--- src/rtl/round_sequencer_pkg.sv ---
// Shared definitions for the round sequencer: state codes, level codes, slot layout and masks.
// Also holds the slot-mask decode and the saturating score helper.
package round_sequencer_pkg;

   localparam int SLOT_W    = 3;
   localparam int NUM_SLOTS = 16;
   localparam int FLAT_W    = SLOT_W * NUM_SLOTS;

   typedef enum logic [2:0] {
      S_IDLE  = 3'd0,
      S_GEN   = 3'd1,
      S_PLAY  = 3'd2,
      S_LATCH = 3'd3,
      S_CLEAR = 3'd4,
      S_GAP   = 3'd5,
      S_DONE  = 3'd6
   } state_t;

   localparam logic [2:0] LV1 = 3'b001;
   localparam logic [2:0] LV2 = 3'b010;
   localparam logic [2:0] LV3 = 3'b100;

   localparam logic [NUM_SLOTS-1:0] MASK_LV1 = 16'h00FF;
   localparam logic [NUM_SLOTS-1:0] MASK_LV2 = 16'h0FFF;
   localparam logic [NUM_SLOTS-1:0] MASK_LV3 = 16'hFFFF;

   function automatic logic [NUM_SLOTS-1:0] level_mask(input logic [2:0] lv);
      logic [NUM_SLOTS-1:0] m;
      case (lv)
         LV1:     m = MASK_LV1;
         LV2:     m = MASK_LV2;
         LV3:     m = MASK_LV3;
         default: m = '0;
      endcase
      return m;
   endfunction

   // Product is formed at full int width so large SCORE_PER_WIN values clamp instead of wrapping.
   function automatic logic [6:0] sat_score(input logic [3:0] wins, input int per);
      int prod;
      prod = int'(wins) * per;
      return (prod > 127) ? 7'd127 : prod[6:0];
   endfunction

endpackage

--- src/rtl/pattern_compare.sv ---
// Combinational slot-wise compare of player input against the pattern; slots with mask bit 0 are ignored.
// win_o is 1 only when every enabled slot matches.
module pattern_compare
   import round_sequencer_pkg::*;
(
   input  logic [NUM_SLOTS-1:0] mask_i,
   input  logic [FLAT_W-1:0]    pattern_flat_i,
   input  logic [FLAT_W-1:0]    trimmed_flat_i,
   output logic                 win_o
);

   always_comb begin
      win_o = 1'b1;
      for (int k = 0; k < NUM_SLOTS; k++) begin
         if (mask_i[k] &&
             (pattern_flat_i[k*SLOT_W +: SLOT_W] != trimmed_flat_i[k*SLOT_W +: SLOT_W]))
            win_o = 1'b0;
      end
   end

endmodule

--- src/rtl/round_sequencer.sv ---
// Game-loop controller: requests patterns, scores trimmed player input, pulses loop_rst between rounds.
// Round results appear two cycles after the trim_done edge; edges arriving in a non-consuming state are dropped.
module round_sequencer
   import round_sequencer_pkg::*;
#(
   parameter int NUM_ROUNDS    = 10,
   parameter int CLR_CYCLES    = 4,
   parameter int GAP_CYCLES    = 500,
   parameter int SCORE_PER_WIN = 10
) (
   input  logic          clk,
   input  logic          rst,
   input  logic          start,
   input  logic [2:0]    level,
   input  logic [47:0]   pattern_flat,
   input  logic [47:0]   trimmed_flat,
   input  logic          gen_done,
   input  logic          trim_done,
   output logic          gen_req,
   output logic          loop_rst,
   output logic [4:0]    round_count,
   output logic [3:0]    answer_count,
   output logic          last_win,
   output logic [6:0]    score,
   output logic          game_end,
   output logic          busy
);

   localparam int TIMER_W = 16;

   state_t                state_q, state_d;
   logic [NUM_SLOTS-1:0]  mask_q, mask_d;
   logic [TIMER_W-1:0]    timer_q, timer_d;
   logic [4:0]            rounds_q, rounds_d;
   logic [3:0]            wins_q, wins_d;
   logic                  last_win_q, last_win_d;
   logic [6:0]            score_q, score_d;
   logic                  gen_req_q, gen_req_d;
   logic                  start_q, gen_done_q, trim_done_q;

   logic start_rise, gen_rise, trim_rise, level_ok, win;

   assign start_rise = start & ~start_q;
   assign gen_rise   = gen_done & ~gen_done_q;
   assign trim_rise  = trim_done & ~trim_done_q;
   assign level_ok   = (level == LV1) || (level == LV2) || (level == LV3);

   pattern_compare u_compare (
      .mask_i         (mask_q),
      .pattern_flat_i (pattern_flat),
      .trimmed_flat_i (trimmed_flat),
      .win_o          (win)
   );

   always_ff @(posedge clk or posedge rst) begin
      if (rst) begin
         state_q     <= S_IDLE;
         mask_q      <= '0;
         timer_q     <= '0;
         rounds_q    <= '0;
         wins_q      <= '0;
         last_win_q  <= 1'b0;
         score_q     <= '0;
         gen_req_q   <= 1'b0;
         start_q     <= 1'b0;
         gen_done_q  <= 1'b0;
         trim_done_q <= 1'b0;
      end else begin
         state_q     <= state_d;
         mask_q      <= mask_d;
         timer_q     <= timer_d;
         rounds_q    <= rounds_d;
         wins_q      <= wins_d;
         last_win_q  <= last_win_d;
         score_q     <= score_d;
         gen_req_q   <= gen_req_d;
         start_q     <= start;
         gen_done_q  <= gen_done;
         trim_done_q <= trim_done;
      end
   end

   always_comb begin
      state_d    = state_q;
      mask_d     = mask_q;
      timer_d    = timer_q;
      rounds_d   = rounds_q;
      wins_d     = wins_q;
      last_win_d = last_win_q;
      score_d    = score_q;
      case (state_q)
         S_IDLE: begin
            if (start_rise && level_ok) begin
               mask_d   = level_mask(level);
               rounds_d = '0;
               wins_d   = '0;
               state_d  = S_GEN;
            end
         end
         S_GEN: begin
            if (gen_rise)
               state_d = S_PLAY;
         end
         S_PLAY: begin
            if (trim_rise)
               state_d = S_LATCH;
         end
         S_LATCH: begin
            rounds_d   = rounds_q + 5'd1;
            wins_d     = wins_q + {3'b000, win};
            last_win_d = win;
            timer_d    = '0;
            if (rounds_d == 5'(NUM_ROUNDS)) begin
               score_d = sat_score(wins_d, SCORE_PER_WIN);
               state_d = S_DONE;
            end else begin
               state_d = S_CLEAR;
            end
         end
         S_CLEAR: begin
            if (timer_q == TIMER_W'(CLR_CYCLES - 1)) begin
               timer_d = '0;
               state_d = (GAP_CYCLES == 0) ? S_GEN : S_GAP;
            end else begin
               timer_d = timer_q + 1'b1;
            end
         end
         S_GAP: begin
            if (timer_q == TIMER_W'(GAP_CYCLES - 1)) begin
               timer_d = '0;
               state_d = S_GEN;
            end else begin
               timer_d = timer_q + 1'b1;
            end
         end
         S_DONE:  state_d = S_DONE;
         default: state_d = S_IDLE;
      endcase
   end

   // Registered so the pulse covers exactly the first GEN cycle, however GEN was entered.
   assign gen_req_d = (state_d == S_GEN) && (state_q != S_GEN);

   always_comb begin
      gen_req      = gen_req_q;
      loop_rst     = (state_q == S_CLEAR);
      round_count  = rounds_q;
      answer_count = wins_q;
      last_win     = last_win_q;
      score        = score_q;
      game_end     = (state_q == S_DONE);
      busy         = (state_q != S_IDLE) && (state_q != S_DONE);
   end

endmodule

--- config.mk ---
export PLATFORM = sky130hd
export DESIGN_NAME = round_sequencer
export DESIGN_NICKNAME = d
export VERILOG_FILES = /design/src/rtl/round_sequencer_pkg.sv /design/src/rtl/pattern_compare.sv /design/src/rtl/round_sequencer.sv
export SDC_FILE = /design/constraint.sdc
export NUM_CORES = 1
export LEC_CHECK = 0
export BUFFER_PORTS_ARGS = -buffer_cell sky130_fd_sc_hd__buf_2
export CAP_MARGIN = 20
export CELL_PAD_IN_SITES_DETAIL_PLACEMENT = 0
export CELL_PAD_IN_SITES_GLOBAL_PLACEMENT = 1
export CORE_MARGIN = 3
export CORE_UTILIZATION = 35
export DETAILED_ROUTE_END_ITERATION = 8
export GPL_TIMING_DRIVEN = 1
export PLACE_DENSITY = 0.93
export SYNTH_ARGS = -nofsm -noshare
export SYNTH_HDL_FRONTEND = slang
export SYNTH_HIERARCHICAL = 1
export SYNTH_SLANG_ARGS = --single-unit
--- constraint.sdc ---
create_clock -name clk -period 4 [get_ports clk]
set_clock_uncertainty 0.05 [all_clocks]
set_input_delay 0 -clock clk [delete_from_list [all_inputs] [get_ports clk]]
set_output_delay 0 -clock clk [all_outputs]
set_load 0.01 [all_outputs]
==> flow_summary_export.csv <==
group,metric,value,unit
status,run_status,"complete, no violations",
cts,clk_pin_slew,0.08,ns
drt,post_drt_wl_per_cell,14.8,um
floorplanning,die_area,0.00952,sq mm
synth,synth_seq_cells,43,
cells_and_area,diodes,0,
place,portBuffers,124,
worst_setup_path,end_kind,"flop",
floorplanning,start_util,0.370,
worst_setup_path,path_cells,"o31ai_1, nand4_1, nor4_2, ha_1, nand3_1, xor2_1, inv_1, ha_1, ha_1, fa_1, xor2_1, o21ai_0, mux2_4",
cells_and_area,multi_input_area,0.00175,sq mm
place,hpwl,6.60,mm
cts,cts_tree,"yes",
drt,drt_iter0_markers,106,
worst_setup_path,reg2reg_depth,13,
worst_setup_path,crit_fanout,9,
cts,cts-buffers-inserted,5,
timing,rsz0062_at_grt,"false",
worst_setup_path,reg2reg_from,"mask_q[7]",
worst_hold_path,hp-class,"in2reg",
cells_and_area,nFillCells,787,
timing,fin_tns_setup,0,ns
global_routing,grt_first_pass_wirelength,13.3,mm
place,dp_cells,535,
cells_and_area,layout-drive-gt1-share,0.320,
cts,cts-htree-levels,2,
synth,syn_nets,432,
floorplanning,die_y,97.6,um
worst_setup_path,cp.required,4.14,ns
global_routing,grt_max_degree,44,
synth,syn_area,0.00293,sq mm
synth,synthFlopType,"dfrtp_1",
synth,synth_edf_count,0,
global_routing,overflow,0,
drt,drt_first_pass_iters,4,
power_and_ir_drop,irDropWorstVdd,0.206,mV
floorplanning,ios,125,
power_and_ir_drop,p_leak,1.94,nW
cells_and_area,nNetsFinal,560,
job,cap_violations,0,
worst_setup_path,max_stage_delay,0.49,ns
worst_setup_path,arrival,3.72,ns
cts,root_buffer,"clkbuf_8",
worst_setup_path,worst_setup_path_start_kind,"flop",
synth,yosysWarnings,6,
drt,drc,0,
synth,netlist_instances,318,
drt,viasPerCell,5.03,
worst_setup_path,worstSetupPathType,"reg2reg",
timing,fin_crit,3.58,ns
cells_and_area,stdcell_count,549,
timing,drv_slew,0,
synth,synth.distinct_cells,48,
cts,clock_sinks,43,
global_routing,antenna_found_initial,0,
timing,finalSetupViolations,0,
timing,slew_headroom,0.410,
worst_setup_path,cpMaxStageDelayCell,"dfrtp_1",
timing,timing.final.crit_share,0.895,
timing,fmax,279,MHz
synth,ys_seq_area_frac,0.367,
timing,tightest_slew,0.879,ns
worst_setup_path,cp-startpoint,"mask_q[7]",
global_routing,grt_pass1_vias,2808,
drt,dr_total_vias,2762,
synth,syn_avg_cell_area,9.23,sq um
worst_setup_path,r2r_slack,0.42,ns
power_and_ir_drop,power_density,401,mW/mm^2
drt,drtAntennaViolNets,0,
cts,clockBufferDepth,2,
cts,clk_latency,0.30,ns
timing,hold_viol,0,
cells_and_area,synthToLayoutAreaGrowth,29.0,%
place,gp_congestion,0.853,
drt,wirelength,8.13,mm
cells_and_area,register_area,0.00108,sq mm
cts,cts_hold_buf,6,
cts,post_cts.repair.setup_buffers,0,
cts,post_cts_resize_count,0,
synth,async_flop_share,1.00,
floorplanning,core,0.00793,sq mm
floorplanning,rows,32,
global_routing,track_usage,0.172,
worst_hold_path,worstHoldStart,"level[2]",
floorplanning,die_w,97.6,um
worst_setup_path,worst_path_most_repeated_cell,"ha_1",
worst_hold_path,holdPathStages,3,
==> routing by layer <==
layer | vias up | part of all wire | track usage
met3 | 18 | 0.032 | 0.0244
met2 | 58 | 0.50 | 0.277
li1 | 1389 | - | -
met4 | 0 | 0.020 | 0.0586
met5 | - | 0 | 0
met1 | 1297 | 0.45 | 0.236
==> cells in the mapped netlist, types with 2 or more instances <==
| library cell | instances | area, sq um |
|---|---|---|
| nor2b_1 | 3 | 18.8 |
| xor2_1 | 57 | 499 |
| mux2i_1 | 6 | 60.1 |
| dfrtp_1 | 43 | 1080 |
| nand2_1 | 26 | 97.6 |
| nor2_1 | 18 | 67.6 |
| or3_1 | 2 | 12.5 |
| o31ai_1 | 19 | 143 |
| a22o_1 | 3 | 26.3 |
| buf_2 | 3 | 15.0 |
| nor3_1 | 4 | 20.0 |
| o21ai_1 | 2 | 10.0 |
| or4_1 | 3 | 22.5 |
| inv_1 | 15 | 56.3 |
| o21ai_0 | 14 | 70.1 |
| or2_2 | 2 | 12.5 |
| clkbuf_1 | 6 | 22.5 |
| o22ai_1 | 3 | 18.8 |
| a31oi_1 | 8 | 50.1 |
| a21oi_1 | 16 | 80.1 |
| nand3_1 | 13 | 65.1 |
| nand2b_1 | 4 | 25.0 |
| and2_1 | 5 | 31.3 |
| mux2_4 | 2 | 30.0 |
| and3_1 | 2 | 12.5 |
| nand4_1 | 8 | 50.1 |
| ha_1 | 9 | 113 |
| a211oi_1 | 2 | 15.0 |
==> placed cells by master (no fill, tap or decap), types with 5 or more instances in the layout <==
cell type,synthesis,final
a21oi_1,16,16
dlygate4sd3_1,0,6
nor2_1,18,18
xor2_1,57,57
mux2i_1,6,6
buf_2,3,124
dfrtp_1,43,43
nand4_1,8,8
and2_1,5,5
o31ai_1,19,19
ha_1,9,9
nand2_1,26,26
a31oi_1,8,8
nand3_1,13,13
clkbuf_8,0,5
inv_1,15,15
o21ai_0,14,14
==> critical path: cells and delay by family (launching register included) <==
family | cells | cell delay, ns
DFF | 1 | 0.49
AOI/OAI and AO/OA | 2 | 0.26
and+or+nand+nor | 3 | 0.66
buffers and inverters | 1 | 0.09
xor gates and xnor gates | 2 | 0.48
muxes | 1 | 0.28
adders and majority gates | 4 | 1.18
==> power by group <==
part / switching, mW / internal, mW / total (mW)
clock: 0.151 / 0.120 / 0.270
sequential: 0.113 / 0.511 / 0.625
combinational: 0.366 / 0.256 / 0.622
==> flip-flops by register name (all words and copies together) (netlist names) <==
| signal | count |
|---|---|
| state_q | 3 |
| gen_req | 1 |
| score | 7 |
| trim_done_q | 1 |
| start_q | 1 |
| round_count | 5 |
| timer_q | 16 |
| gen_done_q | 1 |
| mask_q | 3 |
| last_win | 1 |
| answer_count | 4 |
==> area by class of cell <==
type,count,share of cell area
clock buffers,5,0.0182
flip-flops and latches,43,0.284
well taps,102,0.0337
multi-input cells,249,0.461
repair buffers,132,0.184
clock inverters,3,0.00397
inverters,15,0.0149
==> per-stage QoR <==
step	setup slack [ns]	total power [mW]	hold slack [ns]	area [sq um]	utilization
global placement	0.620	1.24	0.0702	3640	0.459
CTS	0.412	1.53	0.0391	3780	0.477
finish	0.419	1.52	0.0420	3780	0.477
global route	0.152	1.64	0.0530	3780	0.477
detailed placement	0.416	1.25	0.0797	3640	0.459
floorplan	0.895	1.03	-0.0186	2930	-
==> kinds of logic after synthesis <==
group | synth area share
AO/OA/AOI/OAI | 0.172
XOR/XNOR | 0.170
adder cells (fa/ha/maj) | 0.0452
buffers and inverters | 0.0384
flip-flops | 0.367
multiplexers | 0.0307
AND/OR/NAND/NOR | 0.177
==> path summary, 6_finish.rpt <==
kind                                  end
max in group asynchronous  round_count[2]
min in group asynchronous     timer_q[12]
min reg2reg                      score[0]
max reg2reg                      score[6]
max                              score[6]
min                            mask_q[14]
Power figures use the tool's default switching activity.
